$ cat src/rtl/gpio_in_capture14.sv
// gpio_in_capture14: pad-input capture for the GPIO14 block.
// Two-flop synchronizer, optional per-pin debounce filter (GPIO_DEBOUNCE_EN),
// qualified rise/fall detection into a W1C interrupt status and a level irq.
module gpio_in_capture14 #(
  parameter int GPIO_WIDTH      = 16,
  parameter int DEBOUNCE_CYCLES = 4
) (
  input  logic                  pclk14,
  input  logic                  n_p_reset14,
  input  logic [GPIO_WIDTH-1:0] gpio_pin_in14,
  input  logic [GPIO_WIDTH-1:0] n_gpio_pin_oe14,
  input  logic [GPIO_WIDTH-1:0] int_rise_en,
  input  logic [GPIO_WIDTH-1:0] int_fall_en,
  input  logic [GPIO_WIDTH-1:0] int_mask,
  input  logic [GPIO_WIDTH-1:0] status_clr,
  output logic [GPIO_WIDTH-1:0] pin_data,
  output logic [GPIO_WIDTH-1:0] int_status,
  output logic                  irq
);

  logic [GPIO_WIDTH-1:0] sync1;
  logic [GPIO_WIDTH-1:0] sync2;
  logic [GPIO_WIDTH-1:0] filt;
  logic [GPIO_WIDTH-1:0] next_filt;
  logic [GPIO_WIDTH-1:0] rise;
  logic [GPIO_WIDTH-1:0] fall;
  logic [GPIO_WIDTH-1:0] edge_evt;

  // Two-stage synchronizer, nothing between the stages
  always_ff @(posedge pclk14) begin
    if (!n_p_reset14) begin
      sync1 <= '0;
      sync2 <= '0;
    end else begin
      sync1 <= gpio_pin_in14;
      sync2 <= sync1;
    end
  end

`ifdef GPIO_DEBOUNCE_EN
  localparam int CNT_W = $clog2(DEBOUNCE_CYCLES);

  logic [CNT_W-1:0] cnt      [GPIO_WIDTH];
  logic [CNT_W-1:0] cnt_next [GPIO_WIDTH];

  // Per-pin stability counter: accept sync2 after DEBOUNCE_CYCLES differing samples
  always_comb begin
    next_filt = filt;
    for (int unsigned i = 0; i < GPIO_WIDTH; i++) begin
      cnt_next[i] = '0;
      if (sync2[i] != filt[i]) begin
        if (cnt[i] == CNT_W'(DEBOUNCE_CYCLES - 1)) begin
          next_filt[i] = sync2[i];
        end else begin
          cnt_next[i] = cnt[i] + 1'b1;
        end
      end
    end
  end

  // Debounce counter registers; reset discards any pending count
  always_ff @(posedge pclk14) begin
    for (int unsigned i = 0; i < GPIO_WIDTH; i++) begin
      if (!n_p_reset14) begin
        cnt[i] <= '0;
      end else begin
        cnt[i] <= cnt_next[i];
      end
    end
  end
`else
  assign next_filt = sync2;
`endif

  // Edges are taken from the filter transition itself, so status lands with pin_data
  assign rise     = ~filt & next_filt & int_rise_en;
  assign fall     = filt & ~next_filt & int_fall_en;
  assign edge_evt = (rise | fall) & n_gpio_pin_oe14;

  // Filter output and sticky W1C status (a new event beats a same-cycle clear)
  always_ff @(posedge pclk14) begin
    if (!n_p_reset14) begin
      filt       <= '0;
      int_status <= '0;
    end else begin
      filt       <= next_filt;
      int_status <= (int_status & ~status_clr) | edge_evt;
    end
  end

  assign pin_data = filt;
  assign irq      = |(int_status & int_mask);

endmodule
$ cat config.mk
export PLATFORM = sky130hd
export DESIGN_NAME = gpio_in_capture14
export DESIGN_NICKNAME = d
export VERILOG_FILES = /design/src/rtl/gpio_in_capture14.sv
export SDC_FILE = /design/constraint.sdc
export NUM_CORES = 1
export LEC_CHECK = 0
export BUFFER_PORTS_ARGS = -buffer_cell sky130_fd_sc_hd__clkbuf_2
export CELL_PAD_IN_SITES_DETAIL_PLACEMENT = 2
export CELL_PAD_IN_SITES_GLOBAL_PLACEMENT = 2
export CORE_MARGIN = 3
export CORE_UTILIZATION = 24
export CTS_CLUSTER_SIZE = 16
export DETAILED_ROUTE_END_ITERATION = 12
export GPL_TIMING_DRIVEN = 0
export HOLD_SLACK_MARGIN = 0.02
export PLACE_DENSITY = 0.76
export SYNTH_ARGS = -nofsm -noshare
export SYNTH_HDL_FRONTEND = slang
export SYNTH_SLANG_ARGS = --single-unit
$ cat constraint.sdc
create_clock -name pclk14 -period 1 [get_ports pclk14]
set_input_delay 0 -clock pclk14 [delete_from_list [all_inputs] [get_ports pclk14]]
set_output_delay 0 -clock pclk14 [all_outputs]
set_load 0.02 [all_outputs]
=== Yosys cells after proc, flatten, opt, wreduce, memory -nomap -nowiden ===
Index checks and enable logic that the tools add are counted.

* Register bits: 64
* Input port bits: 98
* Output and inout bits: 33

* Bitwise gates (word level): 12
* Reductions and logical operators: 1

{| class="wikitable"
|+ Operator list
! operator !! number
|-
| $and 16x16->16 || 7
|-
| $not 16->16 || 3
|-
| $or 16x16->16 || 2
|-
| $reduce_or 16->1 || 1
|}

=== Logic depth before layout (Yosys ltp) ===
Gate-level depths: netlist of the first run.

* Word-level depth: 6
* Depth in mapped cells: 3
* Mapped depth without buffers: 3

=== Least setup slack after synthesis of the first run ===
No wires, ideal clock.

* Path kind: register to output
* Start: register int_status[0]
* End: output irq
* Arrival time: 1.043 ns
* Required time: 1.000 ns
* Slack: -0.043 ns
* Stages on the path, launching flop included: 4
* Cell sequence: dfxtp_1 > a22o_1 > a221oi_1 > nand4_1

* Cells in the longest elaborated chain, start to end: 2

{| class="wikitable"
|+ RTL lines
! element !! line !! RTL
|-
| start: declaration || 17 || <nowiki>output logic [GPIO_WIDTH-1:0] int_status,</nowiki>
|-
| start signal: assignment || 87 || <nowiki>int_status <= (int_status & ~status_clr) | edge_evt;</nowiki>
|-
| $and 16x16->16 || 92 || <nowiki>assign irq = |(int_status & int_mask);</nowiki>
|-
| $reduce_or 16->1 || 92 ||
|-
| end: declaration || 18 || <nowiki>output logic irq</nowiki>
|}

No other way between the ends.

=== Worst setup path after layout of the first run ===
* Start: register int_status[9]
* End: output irq

Same word-level chain as after synthesis.

==> flow_summary.json, run 1 <==
{
  "grt_pass1_vias": 2573,
  "core_sq_mm": 0.00893,
  "drcViolationCount": 0,
  "groute.usage.overall": 0.165,
  "grt_max_degree": 12,
  "setup_viol": 1,
  "num_vias": 2264,
  "hp-class": "in2reg",
  "cp_top_family": "compound AO/OA/AOI/OAI gates",
  "drt_first_pass_iters": 4,
  "cp-start-kind": "register",
  "synth_top_cell_area_share": 0.569,
  "violations": "setup timing",
  "cts_max_level": 3,
  "dp_slack_ps": -111,
  "max_stage_delay_ps": 330,
  "r2r_slack_ps": 40,
  "dieArea_sq_mm": 0.0106,
  "numPlacedInstances": 447,
  "post-dp-hpwl_mm": 6.34,
  "critPathMaxFanout": 3,
  "yosys.area.top_type": "dfxtp_1",
  "power.density_mw_per_mm2": 1490,
  "setup_slack_ps": -428,
  "synth_enable_flop_cells": 0,
  "rsz0062_at_grt": "yes",
  "crit_required_ps": 1000,
  "path_clk_slew_ps": 70,
  "worst-path-stages": 4,
  "num_rows": 34,
  "place_area_sq_mm": 0.00307,
  "die_h_um": 103,
  "initialDrtViolationCount": 26,
  "ys_warn_count": 0,
  "critPathKind": "reg2out",
  "r2r_cells": 3,
  "die_x_um": 103,
  "synth_ff_type": "dfxtp_1",
  "async_reset_ff_frac": 0,
  "crit_path_start": "int_status[9]",
  "maxCapViolations": 0,
  "routed_via_density": 4.57,
  "n_antenna_cell": 0,
  "final_area_sq_mm": 0.00359,
  "clkSinkCount": 64,
  "min_period_ps": 1430,
  "wl_per_cell_um": 17.1,
  "port_buffers": 130,
  "grt_pass1_wl_mm": 12.9,
  "seq_area_frac_synth": 0.569,
  "synth.net_count": 307,
  "fin_skew_ps": 5.68,
  "cp.arrival_ps": 1430,
  "p_leak_uw": 0.00175,
  "cts_tree": "done",
  "grt_overflow": 0,
  "syn-cell-area_sq_mm": 0.00225,
  "fin_hold_ws_ps": 48.5,
  "hold_viol": 0,
  "layout.nets": 480,
  "cts_root_buf": "clkbuf_8",
  "synthCells": 209,
  "synth_area_leaders": "dfxtp_1, and2_1, and3b_1",
  "yosys.cell_count.top_type": "dfxtp_1",
  "crit_path_cell_trace": "a22o_1, a221oi_2, nand4_1, buf_2",
  "max_slew_margin": 0.816,
  "power_uw": 5370,
  "layout.cells.non_filler": 495,
  "cts_buffers": 9,
  "clock_latency_ps": 330,
  "ios": 131,
  "ant_nets": 0,
  "initial_core_util": 0.252,
  "grt_antenna_before_repair": 0,
  "worst-path-buf-inv": 1,
  "drive_above_1_share": 0.478,
  "r2r-start": "pin_data[6]",
  "clock_path_buffers": 2,
  "end_kind": "output port",
  "tightestPinTransition_ps": 276,
  "endpoint": "irq",
  "wirelength_mm": 8.47,
  "post-route-period-util": 1.43,
  "drv_slew": 0,
  "yosys_register_bits": 64,
  "r2r_end": "int_status[6]",
  "area_growth_pct": 59.6,
  "outcome": "complete, but fails checks",
  "synthTopCellsByCount": "dfxtp_1, and2_1, nand2_1, and3b_1",
  "ir_drop_v": 0.000624,
  "gp_congestion": 0.686,
  "fmax_mhz": 700,
  "ys_types": 15,
  "crit_slowest_cell": "dfxtp_2",
  "syn_area_per_cell_sq_um": 10.8
}
## cells by family (layout without fill, tap and decap cells)
family | count (synthesis) | count (layout) | synth area share
AO/OA/AOI/OAI | 40 | 40 | 0.130
buffers and inverters | 8 | 186 | 0.0245
flip-flops | 64 | 64 | 0.569
AND/OR/NAND/NOR | 97 | 97 | 0.277
## flip-flops by register name (all words and copies together), names as in the netlist
name / cells
int_status: 16
next_filt: 16
pin_data: 16
sync1: 16
## cell usage in the layout (no fill, tap or decap), drive strengths merged
master / netlist / routed
clkinv: 0 / 1
clkbuf: 0 / 141
nand2: 17 / 17
nand4: 1 / 1
a31o: 16 / 16
o21ai: 15 / 15
and2: 48 / 48
a221oi: 4 / 4
a22o: 4 / 4
dfxtp: 64 / 64
clkinvlp: 0 / 3
dlygate4sd3: 0 / 32
buf: 8 / 9
nand3b: 15 / 15
and3b: 16 / 16
o22ai: 1 / 1
## routing by layer
| layer | up-vias | track usage | share of wire |
|---|---|---|---|
| li1 | 1077 | - | - |
| met1 | 1104 | 0.164 | 0.38 |
| met2 | 72 | 0.326 | 0.56 |
| met3 | 11 | 0.0433 | 0.042 |
| met4 | 0 | 0.0598 | 0.017 |
| met5 | - | 0 | 0 |
## per-stage QoR
stage / util / setup TNS, ps
after global routing: 0.402 / -547
after global placement: 0.343 / -90.0
after detailed placement: 0.343 / -132
after CTS: 0.401 / -480
after floorplan: - / 0
final: 0.402 / -428
## cell type report
cell class	instances	area, sq um
Timing Repair Buffer	162	971
Clock buffer	12	165
Fill cell	1013	5340
Sequential cell	64	1290
Tap cell	108	135
Clock inverter	4	27.5
Buffer	8	55.1
Multi-Input combinational cell	137	943
## worst min-delay path, delay by kind of cell
kind | cells | cell delay [ps]
AOI/OAI and AO/OA | 2 | 220
buffers and inverters | 1 | 80
and+or+nand+nor | 1 | 60
## power breakdown
part	internal (uW)	leakage (uW)	total (uW)	switching (uW)
sequential	2640	0.000530	2690	49.4
combinational	340	0.00113	590	251
clock	1100	0.0000906	2090	990
total	4080	0.00175	5370	1290
## worst min path at each step
stage,start,to,slack (ps),cells after the start
after global placement,gpio_pin_in14[1],sync1[1],210,2
after detailed placement,gpio_pin_in14[1],sync1[1],210,2
final,int_rise_en[1],int_status[1],50,4
after global routing,status_clr[13],int_status[13],50,3
after CTS,status_clr[10],int_status[10],40,3
after floorplan,gpio_pin_in14[1],sync1[1],120,1
## repair_timing
action / CTS / global route
endpoints found under the hold margin: 32 / 0
buffers inserted: 0 / 0
hold buffers: 32 / 0
endpoints found under the setup margin: 3 / 6
resized for setup: 2 / 9
Note: power is estimated with default switching activity, not from simulation.
==> inputs of run 2 (changes only) <==
--- a/config.mk
+++ b/config.mk
@@ -8,7 +8,7 @@
 export BUFFER_PORTS_ARGS = -buffer_cell sky130_fd_sc_hd__clkbuf_2
 export CELL_PAD_IN_SITES_DETAIL_PLACEMENT = 2
 export CELL_PAD_IN_SITES_GLOBAL_PLACEMENT = 2
-export CORE_MARGIN = 3
+export CORE_MARGIN = 4
 export CORE_UTILIZATION = 24
 export CTS_CLUSTER_SIZE = 16
 export DETAILED_ROUTE_END_ITERATION = 12
==> flow_summary.json, run 2 (synthesis results as in run 1) <==
{
  "outcome": "complete, but fails checks",
  "violations": "setup timing",
  "port_buffers": 130,
  "layout.nets": 480,
  "critPathKind": "reg2out",
  "holdCritStartpoint": "status_clr[1]",
  "num_rows": 35,
  "area_growth_pct": 62.1,
  "fin_skew_ps": 8.67,
  "cts_max_level": 3,
  "wl_per_cell_um": 16.4,
  "groute.usage.overall": 0.149,
  "ir_drop_v": 0.000585,
  "ant_nets": 0,
  "grt_overflow": 0,
  "drive_above_1_share": 0.483,
  "cts_buffers": 9,
  "path_clk_slew_ps": 80,
  "cts_setup_buffers": 0,
  "crit_required_ps": 1000,
  "drv_slew": 0,
  "power.density_mw_per_mm2": 1570,
  "min_path_cells": 3,
  "initialDrtViolationCount": 31,
  "clock_latency_ps": 330,
  "cp.arrival_ps": 1450,
  "cts_root_buf": "clkbuf_8",
  "routed_via_density": 4.47,
  "dp_slack_ps": -72.0,
  "r2r-start": "pin_data[8]",
  "critPathMaxFanout": 3,
  "dieArea_sq_mm": 0.0110,
  "power_uw": 5730,
  "setup_slack_ps": -447,
  "grt_max_degree": 13,
  "layout_commonest_cell": "clkbuf_2",
  "clkSinkCount": 64,
  "die_x_um": 105,
  "hp-class": "in2reg",
  "grt_pass1_wl_mm": 12.5,
  "cp-start-kind": "register",
  "initial_core_util": 0.245,
  "postLayoutCoreUtil": 0.397,
  "end_kind": "output port",
  "ios": 131,
  "r2r_cells": 3,
  "tightestPinTransition_ps": 275,
  "post-dp-hpwl_mm": 6.25,
  "max_slew_margin": 0.816,
  "die_h_um": 105,
  "min_period_ps": 1450,
  "gp_congestion": 0.744,
  "p_leak_uw": 0.00177,
  "drcViolationCount": 0,
  "crit_path_start": "int_status[1]",
  "clock_path_buffers": 2,
  "n_antenna_cell": 0,
  "setup_viol": 1,
  "num_vias": 2226,
  "cts_tree": "done",
  "final_cell_mix": "clkbuf_2, dfxtp_1, and2_1, dlygate4sd3_1, nand2_1",
  "rsz0062_at_grt": "yes",
  "grt_antenna_before_repair": 0,
  "maxCapViolations": 0,
  "fmax_mhz": 691,
  "wirelength_mm": 8.19,
  "hold_viol": 0,
  "core_sq_mm": 0.00920,
  "drt_first_pass_iters": 4,
  "grt_pass1_vias": 2443,
  "post-route-period-util": 1.45
}
-- run 2: changes by cell type in the layout (fill, tap and decap cells not counted), sizes merged --
cell	before	now
clkbuf	141	138
bufinv	0	2
clkinv	1	2
-- run 2: critical path, cell delays in order, from the launching register on --
cell and delay, ps:
dfxtp_2 340, a22o_1 210, a221oi_2 230, nand4_1 150, buf_4 180
-- run 2: path summary, 6_finish.rpt --
check	slack (ps)	end
max	-450	irq
min	50	int_status[1]
max reg2reg	60	int_status[8]
min reg2reg	430	next_filt[7]
-- run 2: what timing repair did --
| action | in CTS | in global routing |
|---|---|---|
| gates resized for setup | 1 | 13 |
| gates cloned | 0 | 0 |
| hold endpoints to repair | 32 | 0 |
| hold buffers | 32 | 0 |
| setup endpoints to repair | 2 | 7 |
| pin swaps | 0 | 1 |
-- run 2: power by group --
part	leakage, uW	switching, uW	internal (uW)	total (uW)
combinational	0.00113	249	346	595
clock	0.000101	1040	1400	2440
sequential	0.000530	49.7	2640	2690
-- run 2: cell type report --
cell class                      count  area [sq um]
Sequential cell                    64          1300
Buffer                              8          55.1
Timing Repair Buffer              162           973
Clock buffer                        9           124
Tap cell                          111           139
Fill cell                        1008          5550
Multi-Input combinational cell    137           966
Clock inverter                      7          96.3
-- run 2: metrics by stage --
step	TNS (ps)	std cells	instance area, sq um	hold WS, ps
6_report	-447	498	3650	45.3
5_1_grt	-528	498	3650	34.3
4_1_cts	-457	498	3610	26.0
3_5_place_dp	-87.2	450	3070	208
3_3_place_gp	-88.7	450	3070	204
2_1_floorplan	0	209	2280	122
-- run 2: routing by layer --
metal | part of all wire | track usage | routed length [um] | up-vias
li1 | - | - | - | 1075
met1 | 0.40 | 0.161 | 3260 | 1067
met2 | 0.54 | 0.275 | 4380 | 72
met3 | 0.049 | 0.0352 | 399 | 12
met4 | 0.018 | 0.0619 | 147 | 0
met5 | 0 | 0 | 0 | -
